===== src/rtl/gb_fs_if.sv =====
// gb_fs_if: enable/div_bit inputs, tick strobes and step index of the frame sequencer.
// Optional GB_FS_DEBUG_TICK_EN adds a dbg_tick input.
interface gb_fs_if;
    logic       enable;
    logic       div_bit;
    logic       clk_length;
    logic       clk_sweep;
    logic       clk_vol_env;
    logic [2:0] step;
`ifdef GB_FS_DEBUG_TICK_EN
    logic       dbg_tick;
    modport master (output enable, div_bit, dbg_tick, input clk_length, clk_sweep, clk_vol_env, step);
    modport slave  (input enable, div_bit, dbg_tick, output clk_length, clk_sweep, clk_vol_env, step);
`else
    modport master (output enable, div_bit, input clk_length, clk_sweep, clk_vol_env, step);
    modport slave  (input enable, div_bit, output clk_length, clk_sweep, clk_vol_env, step);
`endif
endinterface


===== src/rtl/gb_frame_sequencer.sv =====
// gb_frame_sequencer: 512 Hz APU frame sequencer issuing length/sweep/envelope tick strobes.
// Optional GB_FS_DEBUG_TICK_EN lets dbg_tick force an extra step event.
module gb_frame_sequencer #(
    parameter bit EXT_DIV  = 1'b1,
    parameter int PRESCALE = 8192
) (
    input logic   clk,
    input logic   rst_n,
    gb_fs_if.slave fs
);
    localparam int PW = $clog2(PRESCALE);
    logic          div_bit_q;
    logic [PW-1:0] presc;
    logic          presc_end;
    logic          nat_evt;
    logic          evt;
    assign presc_end = presc == PW'(PRESCALE - 1);
    assign nat_evt   = EXT_DIV ? (div_bit_q && !fs.div_bit) : presc_end;
`ifdef GB_FS_DEBUG_TICK_EN
    assign evt = fs.enable && (nat_evt || fs.dbg_tick);
`else
    assign evt = fs.enable && nat_evt;
`endif
    // evt is already gated by enable, so disabling also silences the strobes
    always_ff @(posedge clk or negedge rst_n) begin
        if (!rst_n) begin
            div_bit_q      <= 1'b0;
            presc          <= '0;
            fs.step        <= 3'd0;
            fs.clk_length  <= 1'b0;
            fs.clk_sweep   <= 1'b0;
            fs.clk_vol_env <= 1'b0;
        end else begin
            div_bit_q      <= fs.div_bit;
            presc          <= (!fs.enable || presc_end) ? '0 : presc + 1'b1;
            fs.step        <= !fs.enable ? 3'd0 : fs.step + 3'(evt);
            fs.clk_length  <= evt && !fs.step[0];
            fs.clk_sweep   <= evt && fs.step[1:0] == 2'b10;
            fs.clk_vol_env <= evt && fs.step == 3'd7;
        end
    end
endmodule


===== src/flat_wrapper.sv =====
// flat-port wrapper written by rule: the top's interface ports become plain ports
module gb_frame_sequencer_flat 
#(
    parameter bit EXT_DIV  = 1'b1,
    parameter int PRESCALE = 8192
)
  (clk, rst_n, fs_enable, fs_div_bit, fs_clk_length, fs_clk_sweep, fs_clk_vol_env, fs_step);
  gb_fs_if fs_i ();
  input logic clk;
  input logic rst_n;
  input wire logic [$bits(fs_i.enable)-1:0] fs_enable;
  input wire logic [$bits(fs_i.div_bit)-1:0] fs_div_bit;
  output wire logic [$bits(fs_i.clk_length)-1:0] fs_clk_length;
  output wire logic [$bits(fs_i.clk_sweep)-1:0] fs_clk_sweep;
  output wire logic [$bits(fs_i.clk_vol_env)-1:0] fs_clk_vol_env;
  output wire logic [$bits(fs_i.step)-1:0] fs_step;
  assign fs_i.enable = fs_enable;
  assign fs_i.div_bit = fs_div_bit;
  assign fs_clk_length = fs_i.clk_length;
  assign fs_clk_sweep = fs_i.clk_sweep;
  assign fs_clk_vol_env = fs_i.clk_vol_env;
  assign fs_step = fs_i.step;
  gb_frame_sequencer #(.EXT_DIV(EXT_DIV), .PRESCALE(PRESCALE)) u_core (.clk(clk), .rst_n(rst_n), .fs(fs_i));
endmodule

===== config.mk =====
export PLATFORM = sky130hd
export DESIGN_NAME = gb_frame_sequencer_flat
export DESIGN_NICKNAME = d
export VERILOG_FILES = /design/src/rtl/gb_fs_if.sv /design/src/rtl/gb_frame_sequencer.sv /design/src/flat_wrapper.sv
export SDC_FILE = /design/constraint.sdc
export NUM_CORES = 1
export LEC_CHECK = 0
export CAP_MARGIN = 10
export CORE_AREA = 2 2 39 41
export CTS_CLUSTER_DIAMETER = 30
export DETAILED_ROUTE_END_ITERATION = 10
export DIE_AREA = 0 0 41 43
export PLACE_DENSITY_LB_ADDON = 0.3
export SYNTH_ARGS = -nofsm -noshare
export SYNTH_HDL_FRONTEND = slang
export SYNTH_SLANG_ARGS = --single-unit

===== constraint.sdc =====
create_clock -name clk -period 3 [get_ports clk]
set_input_delay 0.45 -clock clk [delete_from_list [all_inputs] [get_ports clk]]
set_output_delay 0.45 -clock clk [all_outputs]
set_load 0.03 [all_outputs]

==> summary.txt, run 1 <==
Die
  – Initial core utilization: about a fifth
  – Die Y: around 43 um
  – Io pins: 10
  – Area of the core: between 1000 and 1500 um^2
  – Die X: about 41 um
  – Row count: 14
  – DIE AREA: roughly 1800 um^2

Finish
  – Area delta synth->final: 50.0%
  – FF+latch area: 175 um^2
  – Fill cells: approximately 160
  – Share of layout cells above drive strength 1: between 9 and 10%
  – Layout Nets: 41
  – Antenna diodes: 0
  – Most frequent cells in the layout: clkdlybuf4s50_1, dfrtp_1, ha_1, clkbuf_4
  – Final core utilization: around 30%
  – Commonest non-fill, non-tap cell in the layout: clkdlybuf4s50_1
  – Multi-input combinational cell area: ~94 um^2

Yosys
  – Synth Area per Inst: roughly 14 um^2
  – Number of synthesized register bits: 7
  – Synth Warn #: 0
  – Post-Synthesis Net Count: 27
  – Post-synth cell types: 10
  – Synthesized instance count: 20
  – Post-synthesis sequential area ratio: about 64%
  – Cell Area, Synth: between 200 and 300 um^2

Run
  – Max-capacitance violation count: 0

Timing
  – Worst Skew: 0.00274 ns
  – Tmin final: 1.81 ns
  – Worst slew pin tran: 0.319 ns
  – Final setup violation count: 0
  – Final Max Slew Viols: 0
  – Rel. slew slack: between 70% and 80%
  – Period utilisation layout: roughly 60%
  – Final Hold Violating Endpoints: 0
  – Peak Freq: approximately 0.55 GHz
  – Setup_tns: 0 ns
  – RSZ-0062 raised after global routing: false

Global route
  – First-pass GRT wire length: roughly 780 um
  – GR Util All Layers: under 10%
  – Initial antenna violation count: 0
  – Vias in the first global route: between 150 and 200
  – Gr ovfl total: 0
  – Largest net degree at the start of global routing: 8

Power
  – Peak supply drop: 114 uV
  – Pwr Density: between 400 and 500 nW/um^2
  – Leakage: between 0.2 and 0.25 nW

Critical path
  – Crit path buf inv count: 1
  – Crit path max-delay family: buffers and inverters
  – Worst-path cell chain: clkdlybuf4s50_1
  – CP endpoint kind: output pin
  – Worst path required time: 2.55 ns
  – R2R Path Start: u_core.div_bit_q$_DFF_PN0_
  – Critical path's slowest cell: clkdlybuf4s50_1
  – CP max stage delay: between 0.6 and 0.7 ns
  – Cell depth of the worst flop-to-flop path: 5
  – Max FO, Critical Path: 5
  – Reg-to-Reg End: u_core.fs.step[2]$_DFF_PN0_
  – Startpoint types: register
  – R2R setup slack: 1.69 ns
  – Arr. time, crit path: between 1 and 1.5 ns
  – Crit path kind: reg -> out

Routing
  – DRT iter0 DRCs: 0
  – Antenna-violating nets left: 0
  – Final WL: roughly 470 um
  – Vias post-DR: 191
  – Vias per cell: approximately 3.9
  – # DRC: 0
  – 1st-pass router iterations: 1
  – Average wire per standard cell: 9.59 um

Clock tree
  – # hold bufs at CTS: 0
  – CTS H-tree depth: 1
  – Worst-path clk slew: approximately 0.050 ns
  – Clock Sink Count: 7
  – CTS Buffer Depth: 2
  – Setup Buffers After CTS: 0
  – Post-cts sizing count: 0
  – Worst-skew pair later-pin latency: 0.25 ns
  – CTS tree: built
  – Clock root buffer: clkbuf_4
  – Inserted Clock Buffers: 3

Placement
  – Routability cong.: about 0.75
  – Port Buffers: 9

Status
  – Status: completed

Min path
  – HP Class: in -> async
## metal layers
| metal | vias up | wire (um) | share of wire, % | GRT usage (%) |
|---|---|---|---|---|
| met5 | - | 0 | 0 | 0 |
| met4 | 0 | 25 | 5.3 | 12.0 |
| met3 | 4 | 59 | 13 | 3.14 |
| met2 | 12 | 189 | 40 | 8.13 |
| met1 | 84 | 195 | 41 | 8.28 |
| li1 | 91 | - | - | - |
## layout make-up
type                    instances  share of cell area (%)
well taps                      16                    4.89
flip-flops and latches          7                    42.8
clock buffers                   4                    6.42
inverters                       1                   0.917
repair buffers                  9                    22.0
multi-input cells              12                    22.9
## synthesized netlist by cell type, drive strengths merged
master | count | share of area, %
and3b | 1 | 3.2
nand4b | 1 | 3.2
xor2 | 1 | 3.2
nor2 | 2 | 2.8
nor2b | 1 | 2.3
ha | 3 | 14
dfrtp | 7 | 64
and2 | 2 | 4.6
inv | 1 | 1.4
nand2 | 1 | 1.4
## power breakdown
part / internal, mW / total (mW) / switching, mW
logic: 0.00784 / 0.0159 / 0.00802
registers: 0.0968 / 0.0985 / 0.00166
clock network: 0.0508 / 0.0864 / 0.0356
## registers in the layout (all words and copies together), names as in the netlist
register               cells
u_core.div_bit_q           1
u_core.fs.clk_length       1
u_core.fs.clk_sweep        1
u_core.fs.clk_vol_env      1
u_core.fs.step             3
## metrics by stage
| step | area [um^2] | instances | hold WS (ns) | power, mW | setup WS [ns] |
|---|---|---|---|---|---|
| finish | 409 | 49 | 0.455 | 0.201 | 1.19 |
| global route | 409 | 49 | 0.482 | 0.214 | 1.14 |
| CTS | 409 | 49 | 0.460 | 0.205 | 1.18 |
| detailed placement | 383 | 45 | 0.512 | 0.116 | 1.07 |
| global placement | 383 | 45 | 0.501 | 0.116 | 1.09 |
| floorplan | 273 | 20 | 0.154 | 0.106 | 1.62 |
## cell families (layout without fill, tap and decap cells)
family,Yosys count,count (layout),synth area share [%]
adder cells (fa/ha/maj),3,3,13.8
XOR/XNOR,1,1,3.21
buffers and inverters,1,14,1.37
flip-flops,7,7,64.2
AND/OR/NAND/NOR,8,8,17.4
## how the worst max path moves through the flow
| stage | startpoint | endpoint | depth (start not counted) |
|---|---|---|---|
| floorplan | fs_enable | u_core.fs.step[2]$_DFF_PN0_ | 5 |
| global placement | fs_enable | u_core.fs.step[2]$_DFF_PN0_ | 6 |
| detailed placement | fs_enable | u_core.fs.step[2]$_DFF_PN0_ | 6 |
| CTS | u_core.fs.step[0]$_DFF_PN0_ | fs_step[0] | 1 |
| global route | u_core.fs.step[0]$_DFF_PN0_ | fs_step[0] | 1 |
| finish | u_core.fs.step[0]$_DFF_PN0_ | fs_step[0] | 1 |
(Power assumes the default switching activity.)
==> inputs of run 2 (changes only) <==
Clock period 3 ns to 1.6 ns, I/O delays scaled along.
==> run 2 against run 1 <==
Against the previous run:
- via count fell by 0.52%
- sequential power up 88%
- non-clock buffer count increased by 2
- largest cell class unchanged
- largest power group unchanged
- highest routed layer is now met3
==> summary.txt, run 2 (synthesized netlist as in run 1, its figures left out) <==
Clock tree
  – Clock root buffer: clkbuf_4
  – CTS H-tree depth: 1 (unchanged)
  – CTS tree: built
  – Worst-skew pair later-pin latency: 0.25 ns (about the same)
  – Clock Sink Count: 7 (unchanged)
  – Inserted Clock Buffers: 3 (unchanged)
  – # hold bufs at CTS: 0 (unchanged)
  – Setup Buffers After CTS: 0 (unchanged)
  – Worst-path clk slew: 0.05 ns (about the same)
  – CTS Buffer Depth: 2 (unchanged)

Critical path
  – Crit path kind: reg -> out
  – Cell depth of the worst flop-to-flop path: 5 (unchanged)
  – Critical path's slowest cell: clkdlybuf4s50_1
  – R2R setup slack: 0.29 ns (-1.40 ns)
  – Crit path buf inv count: 1 (unchanged)
  – CP endpoint kind: output pin
  – Arr. time, crit path: 1.31 ns (-0.05 ns)
  – R2R Path Start: u_core.div_bit_q$_DFF_PN0_
  – Worst path required time: 1.36 ns (-1.19 ns)
  – Max FO, Critical Path: 3 (-2)
  – Reg-to-Reg End: u_core.fs.step[2]$_DFF_PN0_
  – Worst-path cell chain: clkdlybuf4s50_1
  – CP max stage delay: 0.68 ns (about the same)
  – Crit path max-delay family: buffers and inverters
  – Startpoint types: register

Routing
  – Met2 Wirelength: 197 um (+4.2%)
  – Vias per cell: 3.73 (-4.4%)
  – Antenna-violating nets left: 0 (unchanged)
  – Final WL: 469 um (-0.21%)
  – Met3 WL: 49 um (-17%)
  – Vias post-DR: 190 (-0.52%)
  – Top routing layer in use: met3
  – DRT iter0 DRCs: 1 (+1)
  – Average wire per standard cell: 9.20 um (-4.1%)
  – # DRC: 0 (unchanged)
  – 1st-pass router iterations: 2 (+1)
  – DRT met1 WL: 223 um (+14%)

Global route
  – Gr ovfl total: 0 (unchanged)
  – Initial antenna violation count: 0 (unchanged)
  – Largest net degree at the start of global routing: 8 (unchanged)
  – Vias in the first global route: 196 (+2.6%)
  – GR Util All Layers: 7.29% (-0.31 points)
  – First-pass GRT wire length: 786 um (+0.90%)

Die
  – DIE AREA: 1760 um^2 (unchanged)
  – Area of the core: 1380 um^2 (unchanged)
  – Die Y: 43 um (unchanged)
  – Die X: 41 um (unchanged)
  – Initial core utilization: 19.7% (unchanged)
  – Io pins: 10 (unchanged)
  – Row count: 14 (unchanged)

Placement
  – DP Wirelength: around 340 um
  – Routability cong.: 0.784 (+4.8%)
  – Port Buffers: 9 (unchanged)

Status
  – Status: completed

Timing
  – Setup_tns: 0 ns (unchanged)
  – Worst slew pin tran: 0.341 ns (+0.0219 ns)
  – Worst Skew: 0.00197 ns (-0.000772 ns)
  – Rel. slew slack: 77.2% (-1.5 points)
  – Peak Freq: roughly 0.65 GHz
  – RSZ-0062 raised after global routing: false
  – Tmin final: ~1.5 ns
  – Final setup violation count: 0 (unchanged)
  – Period utilisation layout: a little over nine tenths
  – Final Hold Violating Endpoints: 0 (unchanged)
  – Final Max Slew Viols: 0 (unchanged)

Power
  – Pwr Density: 885 nW/um^2 (+80%)
  – Peak supply drop: 369 uV (+220%)
  – Tot Pwr: 377 uW (+88%)
  – Leakage: 0.234 nW (+16%)

Finish
  – Max reg flops: 3 (unchanged)
  – Area delta synth->final: 56.0%
  – Most frequent cells in the layout: clkdlybuf4s50_1, dfrtp_1, ha_1, clkbuf_4
  – Antenna diodes: 0 (unchanged)
  – Layout Nets: 43 (+4.9%)
  – Fill cells: 139 (-11%)
  – Share of layout cells above drive strength 1: 14.3% (+5.2 points)
  – Largest register by flop count: u_core.fs.step

Min path
  – HP Class: in -> async

Run
  – Max-capacitance violation count: 0 (unchanged)
[run 2: cell count changes in the layout (fill, tap and decap cells not counted), sizes merged]
cell,previous run,this run
buf,0,2
clkdlybuf4s50,9,7
dlygate4sd2,0,1
dlymetal6s2s,0,1
[run 2: worst max-delay path by stage]
stage / to / slack [ns] / cells past startpoint / start
2_1_floorplan: u_core.fs.step[2]$_DFF_PN0_ / 0.27 / 4 / u_core.fs.step[0]$_DFF_PN0_
3_3_place_gp: u_core.fs.step[2]$_DFF_PN0_ / -0.07 / 6 / fs_div_bit
3_5_place_dp: u_core.fs.step[2]$_DFF_PN0_ / -0.09 / 6 / fs_div_bit
4_1_cts: fs_step[1] / 0.04 / 1 / u_core.fs.step[1]$_DFF_PN0_
5_1_grt: fs_step[2] / 0.008 / 1 / u_core.fs.step[2]$_DFF_PN0_
6_report: fs_step[2] / 0.05 / 1 / u_core.fs.step[2]$_DFF_PN0_
[run 2: stage by stage]
stage	instances	instance area, um^2	utilization, %	setup slack (ns)	hold slack, ns
after floorplan	20	273	-	0.269	-0.0556
after CTS	51	423	30.6	0.0366	0.254
after global routing	51	425	30.7	0.00790	0.265
after detailed placement	47	398	28.8	-0.0874	0.514
after global placement	47	398	28.8	-0.0659	0.507
final	51	425	30.7	0.0524	0.259
[run 2: final cells by class]
| class | count | area (um^2) | area share (%) |
|---|---|---|---|
| Tap cell | 16 | 20.0 | 4.71 |
| Sequential cell | 7 | 175 | 41.2 |
| Multi-Input combinational cell | 12 | 93.8 | 22.1 |
| Timing Repair Buffer | 11 | 106 | 25.0 |
| Clock buffer | 4 | 26.3 | 6.18 |
| Inverter | 1 | 3.75 | 0.882 |
[run 2: report_power, final]
group / switching (mW) / total, mW / leakage [nW] / internal, mW
combinational: 0.0157 / 0.0318 / 0.125 / 0.0161
sequential: 0.00337 / 0.185 / 0.0946 / 0.182
clock: 0.0648 / 0.160 / 0.0150 / 0.0951
total: 0.0838 / 0.377 / 0.234 / 0.293
[run 2: what timing repair did]
action                                  CTS  global route
endpoints found under the setup margin    1             1
hold endpoints to repair                  0             0
gates resized for setup                   1             1
[run 2: per-layer routing]
metal  GRT usage, %  up-vias
met5              0        -
met4           6.00        0
met3           4.71        0
met2           8.13        9
met1           9.24       84
li1               -       97
==> inputs of run 3 (changes only) <==
Clock period 1.6 ns to 1.42 ns, I/O delays scaled along.
==> run 3 against run 2 <==
Against the previous run:
- flip-flop and latch count unchanged
- non-clock buffer count unchanged
- largest power group unchanged
- clock power up 9%
- critical path type is now in -> reg
==> summary.txt, run 3 (synthesized netlist as in run 1, its figures left out) <==
Status
  – Status: completed

Clock tree
  – CTS tree: built
  – Worst-skew pair later-pin latency: 0.25 ns (about the same)
  – CTS Buffer Depth: 2 (unchanged)
  – Inserted Clock Buffers: 3 (unchanged)
  – Clock root buffer: clkbuf_4
  – Clock Sink Count: 7 (unchanged)
  – Worst-path clk slew: 0.05 ns (about the same)
  – CTS H-tree depth: 1 (unchanged)
  – Setup Buffers After CTS: 0 (unchanged)

Finish
  – Commonest non-fill, non-tap cell in the layout: dfrtp_1
  – Final instance area: 423 um^2 (-0.59%)
  – Most frequent cells in the layout: dfrtp_1, dlygate4sd2_1, clkbuf_4
  – Layout Nets: 43 (unchanged)
  – Antenna diodes: 0 (unchanged)
  – Share of layout cells above drive strength 1: 20.0% (+5.7 points)
  – Max reg flops: 3 (unchanged)
  – Fill cells: 143 (+2.9%)
  – Largest register by flop count: u_core.fs.step
  – Area delta synth->final: 55.0%

Timing
  – Final setup violation count: 0 (unchanged)
  – Tmin final: about 1.3 ns
  – RSZ-0062 raised after global routing: false
  – Peak Freq: approximately 0.75 GHz
  – Rel. slew slack: 79.4% (+2.2 points)
  – Final Hold Violating Endpoints: 0 (unchanged)
  – Final Max Slew Viols: 0 (unchanged)
  – Setup slack after layout: 0.0805 ns (+0.0282 ns)
  – Period utilisation layout: a little over nine tenths
  – Setup_tns: 0 ns (unchanged)
  – Worst Skew: 0.00127 ns (-0.000705 ns)
  – Hold slack: 0.123 ns (-0.136 ns)
  – Worst slew pin tran: 0.307 ns (-0.0332 ns)

Critical path
  – Cell depth of the worst flop-to-flop path: 5 (unchanged)
  – CP endpoint kind: register
  – Crit path kind: in -> reg
  – Worst-path cell chain: clkdlybuf4s50_1, and3b_2, ha_2, ha_1, xor2_1, and2_1
  – Arr. time, crit path: 1.48 ns (+0.17 ns)
  – Startpoint types: input port
  – Critical path's slowest cell: clkdlybuf4s50_1
  – CP max stage delay: 0.41 ns (-0.27 ns)
  – Max FO, Critical Path: 2 (-1)
  – Worst path required time: 1.56 ns (+0.20 ns)

Routing
  – Final WL: 446 um (-4.9%)
  – DRT iter0 DRCs: 1 (unchanged)
  – Antenna-violating nets left: 0 (unchanged)
  – Vias per cell: 3.63 (-2.6%)
  – Average wire per standard cell: 8.75 um (-4.9%)
  – # DRC: 0 (unchanged)
  – 1st-pass router iterations: 2 (unchanged)
  – Vias post-DR: 185 (-2.6%)

Placement
  – Dpl cell area: 398 um^2 (unchanged)
  – DP Wirelength: 351 um (+2.2%)
  – Port Buffers: 9 (unchanged)
  – Routability cong.: 0.751 (-4.1%)
  – Post-place setup slack: -0.250 ns (-0.163 ns)

Die
  – Initial core utilization: 19.7% (unchanged)
  – Io pins: 10 (unchanged)
  – Area of the core: 1380 um^2 (unchanged)
  – Die X: 41 um (unchanged)
  – DIE AREA: 1760 um^2 (unchanged)
  – Die Y: 43 um (unchanged)
  – Row count: 14 (unchanged)

Power
  – Pwr Density: 988 nW/um^2 (+12%)
  – Leakage: 0.245 nW (+4.6%)
  – Peak supply drop: 486 uV (+32%)

Global route
  – Vias in the first global route: 162 (-17%)
  – First-pass GRT wire length: 634 um (-19%)
  – Gr ovfl total: 0 (unchanged)
  – GR Util All Layers: 5.66% (-1.6 points)
  – Largest net degree at the start of global routing: 8 (unchanged)
  – Initial antenna violation count: 0 (unchanged)

Min path
  – Worst Hold Depth: 1
  – HP Class: in -> reg

Run
  – Max-capacitance violation count: 0 (unchanged)
## run 3: path summary, 6_finish.rpt
path	slack (ns)	from	to
worst min register to register	0.52	u_core.fs.step[0]$_DFF_PN0_	u_core.fs.clk_sweep$_DFF_PN0_
max in group asynchronous	0.97	rst_n	u_core.fs.clk_sweep$_DFF_PN0_
worst max register to register	0.11	u_core.div_bit_q$_DFF_PN0_	u_core.fs.step[2]$_DFF_PN0_
min in group asynchronous	0.22	rst_n	u_core.fs.step[1]$_DFF_PN0_
worst max-delay path	0.08	fs_enable	u_core.fs.step[2]$_DFF_PN0_
worst min-delay path	0.12	fs_div_bit	u_core.div_bit_q$_DFF_PN0_
## run 3: layer usage
layer | vias to the layer above | wire length, um | GRT usage (%)
met1 | 80 | 188 | 6.91
li1 | 93 | - | -
met2 | 12 | 186 | 7.19
met5 | - | 0 | 0
met3 | 0 | 71 | 6.28
met4 | 0 | 0 | 0
## run 3: what timing repair did
action,in CTS,in global routing
gates resized for setup,6,3
hold buffers,0,0
setup endpoints to repair,6,1
hold endpoints to repair,0,0
## run 3: stage by stage
step / instances / utilization [%] / power (mW)
finish: 51 / 30.6 / 0.418
global route: 51 / 30.6 / 0.446
CTS: 51 / 30.1 / 0.428
detailed placement: 47 / 28.8 / 0.249
global placement: 47 / 28.8 / 0.248
floorplan: 20 / - / 0.224
## run 3: layout make-up
cell class	count	area, um^2	area share [%]
Inverter	1	3.75	0.888
Sequential cell	7	175	41.4
Timing Repair Buffer	11	100	23.7
Multi-Input combinational cell	12	97.6	23.1
Clock buffer	4	26.3	6.21
Tap cell	16	20.0	4.73
## run 3: worst max-delay path, delay by kind of cell
kind	cells	cell delay (ns)
buf+inv	1	0.41
xor+xnor	1	0.13
simple gates	2	0.38
fa+ha+maj	2	0.35
## run 3: report_power, final
group	leakage (nW)	switching (mW)	internal, mW
Sequential	0.0946	0.00348	0.205
Clock	0.0150	0.0683	0.107
Combinational	0.135	0.0175	0.0171
